File: config.mk
export PLATFORM = sky130hd
export DESIGN_NAME = vga_timing_gen_flat
export DESIGN_NICKNAME = d
export VERILOG_FILES = /design/src/rtl/vga_timing_gen_if.sv /design/src/rtl/vga_timing_gen.sv /design/src/flat_wrapper.sv
export SDC_FILE = /design/constraint.sdc
export NUM_CORES = 1
export LEC_CHECK = 0
export ABC_AREA = 0
export BUFFER_PORTS_ARGS = -buffer_cell sky130_fd_sc_hd__buf_4
export CORE_UTILIZATION = 35
export DETAILED_ROUTE_END_ITERATION = 10
export PLACE_DENSITY = 0.53
export SKIP_CTS_REPAIR_TIMING = 1
export SLEW_MARGIN = 10
export SYNTH_ARGS = -nofsm -noshare
export SYNTH_HDL_FRONTEND = slang
export SYNTH_SLANG_ARGS = --single-unit
File: constraint.sdc
create_clock -name CLK100MHZ -period 4.6 [get_ports CLK100MHZ]
set_input_delay 0.69 -clock CLK100MHZ [delete_from_list [all_inputs] [get_ports CLK100MHZ]]
set_output_delay 0.69 -clock CLK100MHZ [all_outputs]
set_load 0.01 [all_outputs]
File: src/rtl/vga_timing_gen_if.sv
// Pixel-side bundle between the VGA timing generator, the renderer and the DAC pins.
interface vga_timing_gen_if #(
  parameter int RGB_W = 12,
  parameter int XY_W  = 11
);
  logic [RGB_W-1:0] pix_rgb_in;
  logic [XY_W-1:0]  pix_x;
  logic [XY_W-1:0]  pix_y;
  logic             p_tick;
  logic             video_on;
  logic             line_start;
  logic             frame_start;
  logic [RGB_W-1:0] rgb;
  logic             VGA_HS;
  logic             VGA_VS;

  modport master (
    input  pix_rgb_in,
    output pix_x, pix_y, p_tick, video_on, line_start, frame_start,
    output rgb, VGA_HS, VGA_VS
  );

  modport slave (
    output pix_rgb_in,
    input  pix_x, pix_y, p_tick, video_on, line_start, frame_start,
    input  rgb, VGA_HS, VGA_VS
  );
endinterface

File: src/rtl/vga_timing_gen.sv
// VGA raster timing generator: pixel-enable divider, h/v counters, sync/blank alignment pipeline.
// Optional macro VGA_BORDER_EN forces a white one-pixel frame around the active area.
module vga_timing_gen #(
  parameter int CLK_DIV  = 4,
  parameter int H_ACTIVE = 640,
  parameter int H_FP     = 16,
  parameter int H_SYNC   = 96,
  parameter int H_BP     = 48,
  parameter int V_ACTIVE = 480,
  parameter int V_FP     = 10,
  parameter int V_SYNC   = 2,
  parameter int V_BP     = 33,
  parameter int HS_POL   = 0,
  parameter int VS_POL   = 0,
  parameter int RGB_W    = 12,
  parameter int XY_W     = 11,
  parameter int PIPE     = 2
) (
  input  logic              CLK100MHZ,
  input  logic              reset,
  vga_timing_gen_if.master  vga
);
  localparam int H_TOTAL = H_ACTIVE + H_FP + H_SYNC + H_BP;
  localparam int V_TOTAL = V_ACTIVE + V_FP + V_SYNC + V_BP;

  localparam logic [3:0]      DIV_LAST = 4'(CLK_DIV - 1);
  localparam logic [XY_W-1:0] H_LAST   = XY_W'(H_TOTAL - 1);
  localparam logic [XY_W-1:0] V_LAST   = XY_W'(V_TOTAL - 1);
  localparam logic [XY_W-1:0] H_ACT    = XY_W'(H_ACTIVE);
  localparam logic [XY_W-1:0] V_ACT    = XY_W'(V_ACTIVE);
  localparam logic [XY_W-1:0] H_SS     = XY_W'(H_ACTIVE + H_FP);
  localparam logic [XY_W-1:0] H_SE     = XY_W'(H_ACTIVE + H_FP + H_SYNC);
  localparam logic [XY_W-1:0] V_SS     = XY_W'(V_ACTIVE + V_FP);
  localparam logic [XY_W-1:0] V_SE     = XY_W'(V_ACTIVE + V_FP + V_SYNC);
  localparam logic            HS_ON    = 1'(HS_POL);
  localparam logic            VS_ON    = 1'(VS_POL);

`ifdef VGA_BORDER_EN
  localparam int SW = 4;
`else
  localparam int SW = 3;
`endif
  // Stage word layout: [0]=video_on, [1]=hs, [2]=vs, [3]=border (when enabled)
  localparam logic [SW-1:0] STAGE_RST = SW'({~VS_ON, ~HS_ON, 1'b0});

  function automatic logic sync_term(input logic [XY_W-1:0] cnt, input logic [XY_W-1:0] lo,
                                     input logic [XY_W-1:0] hi, input logic pol);
    return (cnt >= lo && cnt < hi) ? pol : ~pol;
  endfunction

  logic [3:0]      div_cnt;
  logic            p_tick;
  logic [XY_W-1:0] h_count, v_count, h_next, v_next;
  logic            video_on_q, line_start_q, frame_start_q;
  logic [SW-1:0]   stage_raw, stage_out;
  logic [RGB_W-1:0] rgb_q;
  logic            hs_q, vs_q;

  always_comb begin
    h_next = h_count + XY_W'(1);
    v_next = v_count;
    if (h_count == H_LAST) begin
      h_next = '0;
      v_next = (v_count == V_LAST) ? '0 : v_count + XY_W'(1);
    end
  end

  // Stage p0: divider and counters; video_on is formed from the next count so it stays aligned.
  always_ff @(posedge CLK100MHZ or posedge reset) begin
    if (reset) begin
      div_cnt       <= '0;
      p_tick        <= 1'b0;
      h_count       <= '0;
      v_count       <= '0;
      video_on_q    <= 1'b0;
      line_start_q  <= 1'b0;
      frame_start_q <= 1'b0;
    end else begin
      div_cnt       <= (div_cnt == DIV_LAST) ? 4'd0 : div_cnt + 4'd1;
      p_tick        <= (div_cnt == DIV_LAST);
      line_start_q  <= p_tick && (h_count == H_LAST);
      frame_start_q <= p_tick && (h_count == H_LAST) && (v_count == V_LAST);
      if (p_tick) begin
        h_count    <= h_next;
        v_count    <= v_next;
        video_on_q <= (h_next < H_ACT) && (v_next < V_ACT);
      end
    end
  end

`ifdef VGA_BORDER_EN
  localparam logic [XY_W-1:0] H_ACT_M1 = XY_W'(H_ACTIVE - 1);
  localparam logic [XY_W-1:0] V_ACT_M1 = XY_W'(V_ACTIVE - 1);
  logic border_raw;
  assign border_raw = video_on_q && (h_count == '0 || h_count == H_ACT_M1 ||
                                     v_count == '0 || v_count == V_ACT_M1);
  assign stage_raw  = {border_raw, sync_term(v_count, V_SS, V_SE, VS_ON),
                       sync_term(h_count, H_SS, H_SE, HS_ON), video_on_q};
`else
  assign stage_raw  = {sync_term(v_count, V_SS, V_SE, VS_ON),
                       sync_term(h_count, H_SS, H_SE, HS_ON), video_on_q};
`endif

  // Stages p1..pPIPE: alignment with the renderer's colour latency.
  generate
    if (PIPE == 0) begin : g_nopipe
      assign stage_out = stage_raw;
    end else begin : g_pipe
      logic [SW-1:0] stage_p [PIPE];
      always_ff @(posedge CLK100MHZ or posedge reset) begin
        if (reset) begin
          for (int i = 0; i < PIPE; i++) stage_p[i] <= STAGE_RST;
        end else if (p_tick) begin
          stage_p[0] <= stage_raw;
          for (int i = 1; i < PIPE; i++) stage_p[i] <= stage_p[i-1];
        end
      end
      assign stage_out = stage_p[PIPE-1];
    end
  endgenerate

  function automatic logic [RGB_W-1:0] blank_colour(input logic [SW-1:0] st,
                                                    input logic [RGB_W-1:0] pix);
    if (!st[0]) return '0;
`ifdef VGA_BORDER_EN
    if (st[3]) return '1;
`endif
    return pix;
  endfunction

  // Output stage: registered to the DAC pins.
  always_ff @(posedge CLK100MHZ or posedge reset) begin
    if (reset) begin
      rgb_q <= '0;
      hs_q  <= ~HS_ON;
      vs_q  <= ~VS_ON;
    end else if (p_tick) begin
      rgb_q <= blank_colour(stage_out, vga.pix_rgb_in);
      hs_q  <= stage_out[1];
      vs_q  <= stage_out[2];
    end
  end

  assign vga.pix_x       = h_count;
  assign vga.pix_y       = v_count;
  assign vga.p_tick      = p_tick;
  assign vga.video_on    = video_on_q;
  assign vga.line_start  = line_start_q;
  assign vga.frame_start = frame_start_q;
  assign vga.rgb         = rgb_q;
  assign vga.VGA_HS      = hs_q;
  assign vga.VGA_VS      = vs_q;
endmodule
File: src/flat_wrapper.sv
// flat-port wrapper written by rule: the top's interface ports become plain ports
module vga_timing_gen_flat 
#(
  parameter int CLK_DIV  = 4,
  parameter int H_ACTIVE = 640,
  parameter int H_FP     = 16,
  parameter int H_SYNC   = 96,
  parameter int H_BP     = 48,
  parameter int V_ACTIVE = 480,
  parameter int V_FP     = 10,
  parameter int V_SYNC   = 2,
  parameter int V_BP     = 33,
  parameter int HS_POL   = 0,
  parameter int VS_POL   = 0,
  parameter int RGB_W    = 12,
  parameter int XY_W     = 11,
  parameter int PIPE     = 2
)
  (CLK100MHZ, reset, vga_pix_rgb_in, vga_pix_x, vga_pix_y, vga_p_tick, vga_video_on, vga_line_start, vga_frame_start, vga_rgb, vga_VGA_HS, vga_VGA_VS);
  vga_timing_gen_if #(.RGB_W(RGB_W), .XY_W(XY_W)) vga_i ();
  input  logic CLK100MHZ;
  input  logic reset;
  input wire logic [$bits(vga_i.pix_rgb_in)-1:0] vga_pix_rgb_in;
  output wire logic [$bits(vga_i.pix_x)-1:0] vga_pix_x;
  output wire logic [$bits(vga_i.pix_y)-1:0] vga_pix_y;
  output wire logic [$bits(vga_i.p_tick)-1:0] vga_p_tick;
  output wire logic [$bits(vga_i.video_on)-1:0] vga_video_on;
  output wire logic [$bits(vga_i.line_start)-1:0] vga_line_start;
  output wire logic [$bits(vga_i.frame_start)-1:0] vga_frame_start;
  output wire logic [$bits(vga_i.rgb)-1:0] vga_rgb;
  output wire logic [$bits(vga_i.VGA_HS)-1:0] vga_VGA_HS;
  output wire logic [$bits(vga_i.VGA_VS)-1:0] vga_VGA_VS;
  assign vga_i.pix_rgb_in = vga_pix_rgb_in;
  assign vga_pix_x = vga_i.pix_x;
  assign vga_pix_y = vga_i.pix_y;
  assign vga_p_tick = vga_i.p_tick;
  assign vga_video_on = vga_i.video_on;
  assign vga_line_start = vga_i.line_start;
  assign vga_frame_start = vga_i.frame_start;
  assign vga_rgb = vga_i.rgb;
  assign vga_VGA_HS = vga_i.VGA_HS;
  assign vga_VGA_VS = vga_i.VGA_VS;
  vga_timing_gen #(.CLK_DIV(CLK_DIV), .H_ACTIVE(H_ACTIVE), .H_FP(H_FP), .H_SYNC(H_SYNC), .H_BP(H_BP), .V_ACTIVE(V_ACTIVE), .V_FP(V_FP), .V_SYNC(V_SYNC), .V_BP(V_BP), .HS_POL(HS_POL), .VS_POL(VS_POL), .RGB_W(RGB_W), .XY_W(XY_W), .PIPE(PIPE)) u_core (.CLK100MHZ(CLK100MHZ), .reset(reset), .vga(vga_i));
endmodule
==> impl_metrics.tcl <==
set metrics [dict create \
    synth_simple_gate_area_share_pct 18.8 \
    synth.area.mux_share_pct 3.64 \
    max_cap_viol_count 0 \
    postSynthNetCount 244 \
    power.internal_w 0.000681 \
    report.final.hold_viol_count 0 \
    ant_nets 0 \
    global_route_wire_length_before_repair_mm 8.99 \
    initial_core_util_pct 36.1 \
    p_sw_share_pct 20.1 \
    tritoncts "yes" \
    grt_use_met1_pct 21.4 \
    synth-compound-area-share_pct 16.5 \
    maximum_clock_frequency_mhz 441 \
    synth_xor_xnor_area_share_pct 3.23 \
    clock_skew_ns 0.00814 \
    critPathMaxStageDelay_ns 0.88 \
    max-slew-margin-rel_pct 32.0 \
    path_buf_inv 1 \
    postRouteWirelength_mm 5.22 \
    cts.htree.levels 2 \
    critical_path.max_fanout 26 \
    worst_hold_path_type "reg -> reg" \
    report.final.setup_viol 0 \
    worst_path_dominant_cell_family "flip-flops" \
    worst_path_max_delay_cell "dfrtp_1" \
    powerDensity_nw_per_um2 283 \
    final.hold.worst_slack_ns 0.467 \
    clockPowerShare_pct 43.5 \
    grt.met2_usage_pct 24.3 \
    async_flop_share_pct 100 \
    postSynthAreaPerCell_um2 10.8 \
    io-pin-count 54 \
    globalRoute.totalOverflow 0 \
    die_h_um 85.5 \
    numClockSinks 50 \
    drt-vias-per-instance 5.35 \
    timing.setup.critical_path_class "reg -> reg" \
    final.min_clock_period_ns 2.27 \
    startpoint_type "flop" \
    placeableCoreArea_um2 6760 \
    pwr-share-seq_pct 52.6 \
    antenna_found_initial 0 \
    synth_area_um2 2440 \
    detail_route.drc_violations 0 \
    part_of_the_power_in_combinational_logic_pct 3.9 \
    grt.total_usage_pct 15.7 \
    post_route_cells_drive_above_1_share_pct 30.9 \
    gr-usage-met3_pct 3.99 \
    ir_worst_vdd_mv 0.178 \
    die-area_um2 7300 \
    routed-via-count 1899 \
    synth_adder_area_share_pct 2.05 \
    grt_setup_unrepaired "no" \
    area_growth_syn_to_layout_pct 23.4 \
    pin_count_of_the_biggest_net_entering_global_routing 51 \
    die-width_um 85.5 \
    critical_path.endpoint_type "flop" \
    commonest_register_cell_after_synthesis "dfrtp_1" \
    cp.required_ns 4.82 \
    nFillCells 660 \
    route.detailed.wl_per_inst_um 14.7 \
    routabilityCongestion 0.770 \
    fin_tns_setup_ns 0 \
    numCtsBuffers 5 \
    yosys_warnings 0 \
    synth_top_family_by_area "simple AND/OR/NAND/NOR gates" \
    synth-seq-cells 50 \
    cp_data_arrival_time_ns 2.49 \
    gr-max-usage-layer "met2" \
    row_count 30 \
    netSwitchingPower_w 0.000171 \
    n_antenna_cell 0 \
    report.final.slew_viol_count 0 \
    finalNetCount 292 \
    yosysSeqAreaShare_pct 51.6 \
    synthesis.instances 226 \
    cells_along_the_critical_path "nand4_1 > clkinv_1 > nand2_1 > o31ai_1" \
    place.port_buffers 53 \
    outcome "completed" \
    power_leakage_nw 1.28 \
    cts_root_buf "clkbuf_8" \
    synth-edff-count 0 \
    cts-root-to-sink-buffers 2 \
    portion_of_the_clock_cycle_consumed_by_the_worst_path_in_the_final_layout_pct 49.3 \
    clock_insertion_delay_worst_skew_ns 0.30 \
    dp_hpwl_mm 3.63 \
    first_global_vias 1867 \
    detail_route.first_pass.iterations 4 \
    synth_cell_type_count 54 \
    drt_iter0_markers 91 \
    tightestPinTransition_ns 1.02 \
    clkSlewWorstSetupHoldPaths_ns 0.10 \
]
[per-stage QoR]
step | setup WS, ns | total power [W] | std cells | utilization (%) | area [um^2]
after floorplan | 2.69 | 0.000470 | 226 | - | 2440
after global placement | 2.37 | 0.000491 | 347 | 42.5 | 2870
after detailed placement | 2.31 | 0.000491 | 347 | 42.5 | 2870
after CTS | 2.26 | 0.000865 | 355 | 44.5 | 3010
after global routing | 2.07 | 0.000888 | 355 | 44.5 | 3010
final | 2.33 | 0.000851 | 355 | 44.5 | 3010
[worst paths after layout]
kind | startpoint | end | slack (ns) | cells after the start
max | u_core.vga.p_tick$_DFF_PP0_ | u_core.vga.pix_y[4]$_DFFE_PP0P_ | 2.33 | 4
min | u_core.div_cnt[0]$_DFF_PP0_ | u_core.div_cnt[0]$_DFF_PP0_ | 0.47 | 1
max reg2reg | u_core.vga.p_tick$_DFF_PP0_ | u_core.vga.pix_y[4]$_DFFE_PP0P_ | 2.33 | 4
min reg2reg | u_core.div_cnt[0]$_DFF_PP0_ | u_core.div_cnt[0]$_DFF_PP0_ | 0.47 | 1
max in group asynchronous | reset | u_core.vga.pix_y[8]$_DFFE_PP0P_ | 3.33 | 2
min in group asynchronous | reset | u_core.vga.rgb[0]$_DFFE_PP0P_ | 0.63 | 2
[power groups by stage]
stage               registers [W]  clock network, W  logic (W)
finish                   0.000448          0.000370  0.0000332
global route             0.000449          0.000401  0.0000375
CTS                      0.000448          0.000382  0.0000343
detailed placement       0.000456                 0  0.0000349
global placement         0.000457                 0  0.0000342
floorplan                0.000459                 0  0.0000117
[kinds of logic after synthesis]
group / count (synthesis)
fa+ha+maj: 4
simple gates: 80
mux: 8
compound gates: 54
buf+inv: 21
flops: 50
xor+xnor: 9
[synth_stat cells, drive strengths merged, types with 2 or more instances]
library cell	n	share of area, %
dfrtp	44	45
nand2	17	2.6
nand3	17	3.7
o21ai	16	3.4
nor2	13	2.0
a22o	12	4.3
inv	8	1.2
buf	7	1.9
mux2	7	3.2
a21oi	6	1.2
dfstp	6	6.5
and3	5	1.5
clkbuf	5	0.77
nand4	5	1.3
nor3	5	1.2
o31ai	5	1.5
xnor2	5	1.8
ha	4	2.1
xor2	4	1.4
a2111oi	2	1.5
a31oi	2	0.51
and2	2	0.51
and4	2	0.72
nand2b	2	0.51
nor2b	2	0.51
nor3b	2	0.62
nor4b	2	1.6
o2111ai	2	0.72
[flip-flops by register name, summed over array words and instances (netlist names), 3 cells and up]
name and count:
u_core.div_cnt 4, u_core.vga.pix_x 11, u_core.vga.rgb 12, u_core.g_pipe.stage_p 3
u_core.stage_out 3, u_core.vga.pix_y 11
[metal layers]
metal  vias up  wire length, um
li1        923                -
met1       917             2490
met2        52             2370
met3         7              275
met4         0               88
met5         -                0
[layout by cell type (no fill, tap or decap), types with 2 or more instances in the layout]
cell,count
buf_4,53
dfrtp_1,44
nand2_1,17
nand3_1,16
o21ai_0,15
nor2_1,13
a22o_1,12
mux2_2,7
inv_1,7
a21oi_1,6
dfstp_2,6
xnor2_1,5
nand4_1,5
o31ai_1,5
clkbuf_8,5
xor2_1,4
nor3_1,4
ha_1,4
and3_1,3
and2_1,2
and4_1,2
nor2b_1,2
nor3b_1,2
a31oi_1,2
o2111ai_1,2
nand2b_1,2
bufinv_16,2
[layout make-up]
cell class | instances | area (um^2) | share of cell area [%]
clock buffers | 5 | 68.8 | 2.29
well taps | 80 | 100 | 3.33
repair buffers | 53 | 398 | 13.2
clock inverters | 3 | 68.8 | 2.29
flip-flops and latches | 50 | 1260 | 41.8
inverters | 9 | 33.8 | 1.12
multi-input cells | 155 | 1080 | 35.9
No activity file was read; power rests on OpenSTA's default activity.
